**config.mk**
```make
export PLATFORM = sky130hd
export DESIGN_NAME = multicycle_alu
export DESIGN_NICKNAME = d
export VERILOG_FILES = /design/src/rtl/alu_pkg.sv /design/src/rtl/seq_muldiv_core.sv /design/src/rtl/multicycle_alu.sv
export SDC_FILE = /design/constraint.sdc
export NUM_CORES = 2
export LEC_CHECK = 0
export CORE_ASPECT_RATIO = 0.7
export CORE_MARGIN = 5
export CORE_UTILIZATION = 34
export CTS_CLUSTER_DIAMETER = 50
export DETAILED_ROUTE_END_ITERATION = 10
export SETUP_SLACK_MARGIN = 0.3
export SKIP_LAST_GASP = 1
export SLEW_MARGIN = 10
export SYNTH_ARGS = -nofsm -noshare
export SYNTH_HDL_FRONTEND = slang
export SYNTH_SLANG_ARGS = --single-unit
```
**constraint.sdc**
```tcl
create_clock -name clk -period 5.96 [get_ports clk]
set_clock_uncertainty 0.1 [all_clocks]
set_input_delay 1.192 -clock clk [delete_from_list [all_inputs] [get_ports clk]]
set_output_delay 1.192 -clock clk [all_outputs]
set_load 0.05 [all_outputs]
```
**src/rtl/alu_pkg.sv**
```systemverilog
// Shared definitions for the multi-cycle ALU: one-hot opcode bit positions,
// controller state encoding and the opcode legality check.
package alu_pkg;

  localparam int OP_BITS = 12;

  localparam int OP_ADD = 0;
  localparam int OP_SUB = 1;
  localparam int OP_MUL = 2;
  localparam int OP_DIV = 3;
  localparam int OP_SHR = 4;
  localparam int OP_SHL = 5;
  localparam int OP_ROR = 6;
  localparam int OP_ROL = 7;
  localparam int OP_AND = 8;
  localparam int OP_OR  = 9;
  localparam int OP_NEG = 10;
  localparam int OP_NOT = 11;

  typedef enum logic [1:0] {
    IDLE = 2'd0,
    ITER = 2'd1,
    FIX  = 2'd2
  } state_t;

  // Exactly one opcode bit set: clearing the lowest set bit must leave nothing.
  function automatic logic onehot_ok(input logic [OP_BITS-1:0] c);
    return (c != '0) && ((c & (c - 12'd1)) == '0);
  endfunction

endpackage

```
**src/rtl/seq_muldiv_core.sv**
```systemverilog
// Iterative unsigned engine: shift-add multiply or restoring divide on
// operand magnitudes, one bit per clock, sharing a single adder.
module seq_muldiv_core #(
  parameter int WIDTH = 32
) (
  input  logic             clk,
  input  logic             clr,
  input  logic             load,
  input  logic             is_div,
  input  logic [WIDTH-1:0] opa,
  input  logic [WIDTH-1:0] opb,
  output logic             last,
  output logic [WIDTH-1:0] hi,
  output logic [WIDTH-1:0] lo
);

  localparam int CW = $clog2(WIDTH) + 1;

  logic             run;
  logic             div_mode;
  logic [CW-1:0]    cnt;
  logic [WIDTH-1:0] operand;
  logic [WIDTH:0]   add_a;
  logic [WIDTH:0]   add_b;
  logic             add_cin;
  logic [WIDTH+1:0] sum;
  logic [WIDTH:0]   mul_next;
  logic             trial_ok;

  // Divide mode subtracts the divisor from the shifted partial remainder;
  // the top carry is then "no borrow". Multiply mode adds the multiplicand.
  always_comb begin
    if (div_mode) begin
      add_a   = {hi, lo[WIDTH-1]};
      add_b   = ~{1'b0, operand};
      add_cin = 1'b1;
    end else begin
      add_a   = {1'b0, hi};
      add_b   = {1'b0, operand};
      add_cin = 1'b0;
    end
    sum      = {1'b0, add_a} + {1'b0, add_b} + {{(WIDTH+1){1'b0}}, add_cin};
    trial_ok = sum[WIDTH+1];
    mul_next = lo[0] ? sum[WIDTH:0] : {1'b0, hi};
  end

  assign last = run && (cnt == CW'(WIDTH - 1));

  always_ff @(posedge clk) begin
    if (clr) begin
      run      <= 1'b0;
      div_mode <= 1'b0;
      cnt      <= '0;
      operand  <= '0;
      hi       <= '0;
      lo       <= '0;
    end else if (load) begin
      run      <= 1'b1;
      div_mode <= is_div;
      cnt      <= '0;
      operand  <= opb;
      hi       <= '0;
      lo       <= opa;
    end else if (run) begin
      cnt <= cnt + 1'b1;
      run <= !last;
      if (div_mode) begin
        hi <= trial_ok ? sum[WIDTH-1:0] : {hi[WIDTH-2:0], lo[WIDTH-1]};
        lo <= {lo[WIDTH-2:0], trial_ok};
      end else begin
        {hi, lo} <= {mul_next, lo[WIDTH-1:1]};
      end
    end
  end

endmodule

```
**src/rtl/multicycle_alu.sv**
```systemverilog
// Registered ALU between the A/B operand registers and ZHI/ZLO: single-cycle
// logic/shift/add ops, iterative signed or unsigned multiply and divide.
module multicycle_alu
  import alu_pkg::*;
#(
  parameter int WIDTH         = 32,
  parameter bit SIGNED_MULDIV = 1'b1
) (
  input  logic               clk,
  input  logic               clr,
  input  logic               start,
  input  logic [OP_BITS-1:0] CONTROL,
  input  logic [WIDTH-1:0]   A,
  input  logic [WIDTH-1:0]   B,
  output logic [WIDTH-1:0]   ZLO,
  output logic [WIDTH-1:0]   ZHI,
  output logic               busy,
  output logic               done,
  output logic               div_by_zero,
  output logic               illegal_op
);

  localparam int SW = $clog2(WIDTH);

  state_t             state;
  logic [OP_BITS-1:0] op_q;
  logic [WIDTH-1:0]   a_q;
  logic [WIDTH-1:0]   b_q;
  logic               pend;
  logic               neg_q;
  logic               neg_r;

  logic               a_neg;
  logic               b_neg;
  logic [WIDTH-1:0]   a_mag;
  logic [WIDTH-1:0]   b_mag;
  logic               go_iter;
  logic               core_load;
  logic               core_last;
  logic [WIDTH-1:0]   core_hi;
  logic [WIDTH-1:0]   core_lo;

  // Only a legal mul, or a div with a non-zero divisor, needs the iterative core.
  always_comb begin
    a_neg     = SIGNED_MULDIV && A[WIDTH-1];
    b_neg     = SIGNED_MULDIV && B[WIDTH-1];
    a_mag     = a_neg ? -A : A;
    b_mag     = b_neg ? -B : B;
    go_iter   = onehot_ok(CONTROL) &&
                (CONTROL[OP_MUL] || (CONTROL[OP_DIV] && (B != '0)));
    core_load = (state == IDLE) && start && go_iter;
  end

  seq_muldiv_core #(.WIDTH(WIDTH)) u_core (
    .clk    (clk),
    .clr    (clr),
    .load   (core_load),
    .is_div (CONTROL[OP_DIV]),
    .opa    (a_mag),
    .opb    (b_mag),
    .last   (core_last),
    .hi     (core_hi),
    .lo     (core_lo)
  );

  logic [SW-1:0]    amt;
  logic [SW:0]      amt_c;
  logic             shift_big;
  logic [WIDTH-1:0] one_res;

  // WIDTH is a power of two, so B >= WIDTH is any bit above the amount field.
  always_comb begin
    amt       = b_q[SW-1:0];
    amt_c     = (SW+1)'(WIDTH) - {1'b0, amt};
    shift_big = |b_q[WIDTH-1:SW];
    one_res   = '0;
    if (op_q[OP_ADD])      one_res = a_q + b_q;
    else if (op_q[OP_SUB]) one_res = a_q - b_q;
    else if (op_q[OP_NEG]) one_res = '0 - a_q;
    else if (op_q[OP_NOT]) one_res = ~a_q;
    else if (op_q[OP_AND]) one_res = a_q & b_q;
    else if (op_q[OP_OR])  one_res = a_q | b_q;
    else if (op_q[OP_SHL]) one_res = shift_big ? '0 : (a_q << amt);
    else if (op_q[OP_SHR]) one_res = shift_big ? '0 : (a_q >> amt);
    else if (op_q[OP_ROL]) one_res = (a_q << amt) | (a_q >> amt_c);
    else if (op_q[OP_ROR]) one_res = (a_q >> amt) | (a_q << amt_c);
  end

  logic [2*WIDTH-1:0] prod;
  logic [WIDTH-1:0]   quo;
  logic [WIDTH-1:0]   rem;

  // Quotient/product take the XOR of operand signs; remainder follows the dividend.
  always_comb begin
    prod = {core_hi, core_lo};
    if (neg_q) prod = -prod;
    quo = neg_q ? -core_lo : core_lo;
    rem = neg_r ? -core_hi : core_hi;
  end

  always_ff @(posedge clk) begin
    if (clr) begin
      state       <= IDLE;
      op_q        <= '0;
      a_q         <= '0;
      b_q         <= '0;
      pend        <= 1'b0;
      neg_q       <= 1'b0;
      neg_r       <= 1'b0;
      ZLO         <= '0;
      ZHI         <= '0;
      busy        <= 1'b0;
      done        <= 1'b0;
      div_by_zero <= 1'b0;
      illegal_op  <= 1'b0;
    end else begin
      done <= 1'b0;
      unique case (state)
        IDLE: begin
          if (pend) begin
            pend <= 1'b0;
            done <= 1'b1;
            if (!onehot_ok(op_q)) begin
              illegal_op  <= 1'b1;
              div_by_zero <= 1'b0;
            end else if (op_q[OP_DIV]) begin
              ZLO         <= '1;
              ZHI         <= a_q;
              div_by_zero <= 1'b1;
              illegal_op  <= 1'b0;
            end else begin
              ZLO         <= one_res;
              ZHI         <= '0;
              div_by_zero <= 1'b0;
              illegal_op  <= 1'b0;
            end
          end
          if (start) begin
            a_q   <= A;
            b_q   <= B;
            op_q  <= CONTROL;
            neg_q <= a_neg ^ b_neg;
            neg_r <= a_neg;
            if (go_iter) begin
              state <= ITER;
              busy  <= 1'b1;
            end else begin
              pend <= 1'b1;
            end
          end
        end
        ITER: begin
          if (core_last) state <= FIX;
        end
        FIX: begin
          state       <= IDLE;
          busy        <= 1'b0;
          done        <= 1'b1;
          div_by_zero <= 1'b0;
          illegal_op  <= 1'b0;
          if (op_q[OP_MUL]) begin
            ZHI <= prod[2*WIDTH-1:WIDTH];
            ZLO <= prod[WIDTH-1:0];
          end else begin
            ZHI <= rem;
            ZLO <= quo;
          end
        end
        default: state <= IDLE;
      endcase
    end
  end

endmodule

```
==> flow_summary.toml <==
[status]
status = "finished clean"

[setup_path]
rr_worst_depth = 12
cp_max_fo = 13
cp-startpoint = "b_q[3]$_SDFFE_PP0P_"
start_kind = "flip-flop"
worst-setup-path-type = "flip-flop to flip-flop"
end_kind = "flip-flop"
crit_arrival_ns = 5.56
timing.rr.start = "b_q[3]$_SDFFE_PP0P_"
crit_required_ns = 6.33

[power_and_ir_drop]
internal_power_mw = 3.91
p_switching_mw = 2.80
p_comb_share_pct = 37.9
switching_share_pct = 41.7
peakVddDrop_mv = 0.167
power_frac_seq_pct = 27.6
powerDensity_nw_per_um2 = 196
power_frac_clock_pct = 34.6
p_leak_nw = 12.8

[logic_synthesis]
ys_ff_latch = 252
yosysUniqueCellTypes = 84
async_flop_share_pct = 0
yosys.area.top_type = "dfxtp_1"
synth_enable_flop_cells = 0
yosysSeqAreaShare_pct = 16.9
syn_inst = 4100
yosys_warnings = 0
yosys_most_used_dff = "dfxtp_1"
syn-cell-area_um2 = 29900
avgSynthCellArea_um2 = 7.29
synth_nets = 4317
synth_area_leaders = "dfxtp_1 (17%), mux4_2 (9.3%), a21oi_1 (6.6%)"
yosysTopAreaCellShare_pct = 16.9

[placed_design]
hpwlAfterDp_um = 136000
gp_congestion = 1.10
dp.cells = 5223
portBuffers = 146
pre_cts_slack_ns = 0.725
placed_area_um2 = 33100

[detailed_routing]
drtPass1Iterations = 8
num_vias = 35100
totalWireLength_um = 174000
ant_nets = 0
via_per_inst = 6.64
drc_errors = 0
drt_iter0_drc = 5901
wl_per_cell_um = 32.9

[final_layout]
drive_above_1_share_pct = 12.3
area_growth_pct = 14.8
fin_area_um2 = 34300
fillCellCount = 9191
final_cells = 5287
final_common_cell = "nor2_1"
final_cell_mix = "nor2_1 (470), nand2_1 (446), a21oi_1 (396)"
multi_input_area_um2 = 22900
nets = 4314
seq_area_um2 = 5070

[global_route]
grt_pass1_wl_um = 241000
grt_max_degree = 126
overflow = 0
grt_pass1_vias = 31100
gr-usage-all-layers_pct = 35.2
antenna_found_initial = 13

[sta]
rsz0062_at_grt = "false"
hold_viol_final = 0
min_period_over_period_pct = 87.0
tightest_slew_ns = 1.26
setup_tns_ns = 0
layout_min_cycle_time_ns = 5.19
fmax_ghz = 0.193
finalMaxSlewViolations = 0
maxSlewHeadroom_pct = 14.8
setup-violations-final = 0
fin_ws_ns = 0.774
finalHoldWorstSlack_ns = 0.360

[cts]
cts_buffer_depth = 3
clk_pin_slew_ns = 0.06
postCtsSetupRepairBufs = 0
worst_skew_pair.late_latency_ns = 0.59
cts_tree = "yes"
cts_sinks = 252
cts-buffers-inserted = 34
clockRootBuffer = "clkbuf_16"
htreeDepth = 2
holdBufCountCts = 0
cts_resized = 0

[floorplanning]
start_util_pct = 34.1
die_area_um2 = 94100
die_x_um = 364
die_h_um = 258
core.rowCount = 91
ios = 147
fp.coreArea_um2 = 87700

[job]
timing.max_cap.violations = 0

[worst_hold_path]
hold_depth = 2
hold_start = "a_q[4]$_SDFFE_PP0P_"
hold_path_class = "flip-flop to flip-flop"
synthesized netlist by cell type, types with 20 or more instances:
library cell,n
xnor2_1,110
a31oi_1,38
nand4_1,23
o21ai_0,239
xor2_1,135
or3_1,51
nand2b_1,23
mux2i_1,142
nand2_1,448
nor2_1,476
or4_1,22
o22ai_1,28
nor2b_1,25
buf_1,53
nand3_1,79
mux2_2,47
a211oi_1,118
o41ai_1,20
dfxtp_1,252
clkbuf_1,317
buf_2,22
inv_1,126
a21oi_1,396
a311oi_1,41
o21a_1,20
ha_1,135
a21o_1,37
a221oi_1,39
o31ai_1,44
a22oi_1,20
o211ai_1,30
nor4_1,36
nor3_1,106
mux4_2,124
logic make-up after synthesis:
family | synth area share, %
xor+xnor | 7.17
buf+inv | 6.78
flops | 16.9
mux | 15.9
fa+ha+maj | 5.98
simple gates | 20.8
compound gates | 26.5
area by class of cell:
cell class,instances,share of cell area (%)
Timing Repair Buffer,358,9.12
Tap cell,1162,4.24
Multi-Input combinational cell,3320,66.8
Clock buffer,44,2.86
Sequential cell,252,14.8
Antenna cell,3,0.0219
Inverter,131,1.43
Clock inverter,17,0.769
power groups by stage:
stage,sequential (mW),clock [mW],combinational [mW]
CTS,1.84,2.33,2.39
global placement,1.88,0,2.39
global route,1.85,2.40,2.60
floorplan,1.90,0,1.32
finish,1.85,2.32,2.54
detailed placement,1.88,0,2.38
worst max-delay path: stages, from the launching register on:
cell and delay (ns):
dfxtp_2 0.83, inv_2 0.36, ha_1 0.45, inv_1 0.15
o311a_1 0.25, o311a_1 0.26, a22oi_1 0.28, a311oi_1 1.00
a211oi_1 0.26, or3_1 0.41, a211oi_1 0.25, o31ai_1 0.13
a311oi_1 0.29
routing by layer:
layer  GRT usage, %  share of wire [%]  up-vias
li1               -                  -    15000
met1           50.6                 42    16800
met2           42.3                 35     2908
met3           20.4                 19      392
met4           11.4                4.1       22
met5           2.37               0.26        -
registers in the layout, summed over array words and instances, names as in the netlist:
name	cells
a_q	32
u_core.div_mode	1
op_q	12
u_core.operand	32
ZLO	32
illegal_op	1
b_q	32
state	2
u_core.lo	32
u_core.cnt	6
u_core.hi	32
done	1
ZHI	32
div_by_zero	1
u_core.run	1
neg_q	1
pend	1
busy	1
per-stage QoR:
| stage | utilization [%] | power (mW) |
|---|---|---|
| 5_1_grt | 39.1 | 6.85 |
| 3_3_place_gp | 37.7 | 4.27 |
| 6_report | 39.2 | 6.71 |
| 3_5_place_dp | 37.7 | 4.26 |
| 2_1_floorplan | - | 3.23 |
| 4_1_cts | 39.1 | 6.56 |
path summary, 6_finish.rpt:
path	endpoint	slack, ns
setup reg to reg	ZLO[29]$_SDFFE_PP0P_	0.77
hold reg to reg	a_q[4]$_SDFFE_PP0P_	0.36
setup / recovery	ZLO[29]$_SDFFE_PP0P_	0.77
hold / removal	a_q[4]$_SDFFE_PP0P_	0.36
(Power assumes the default switching activity.)
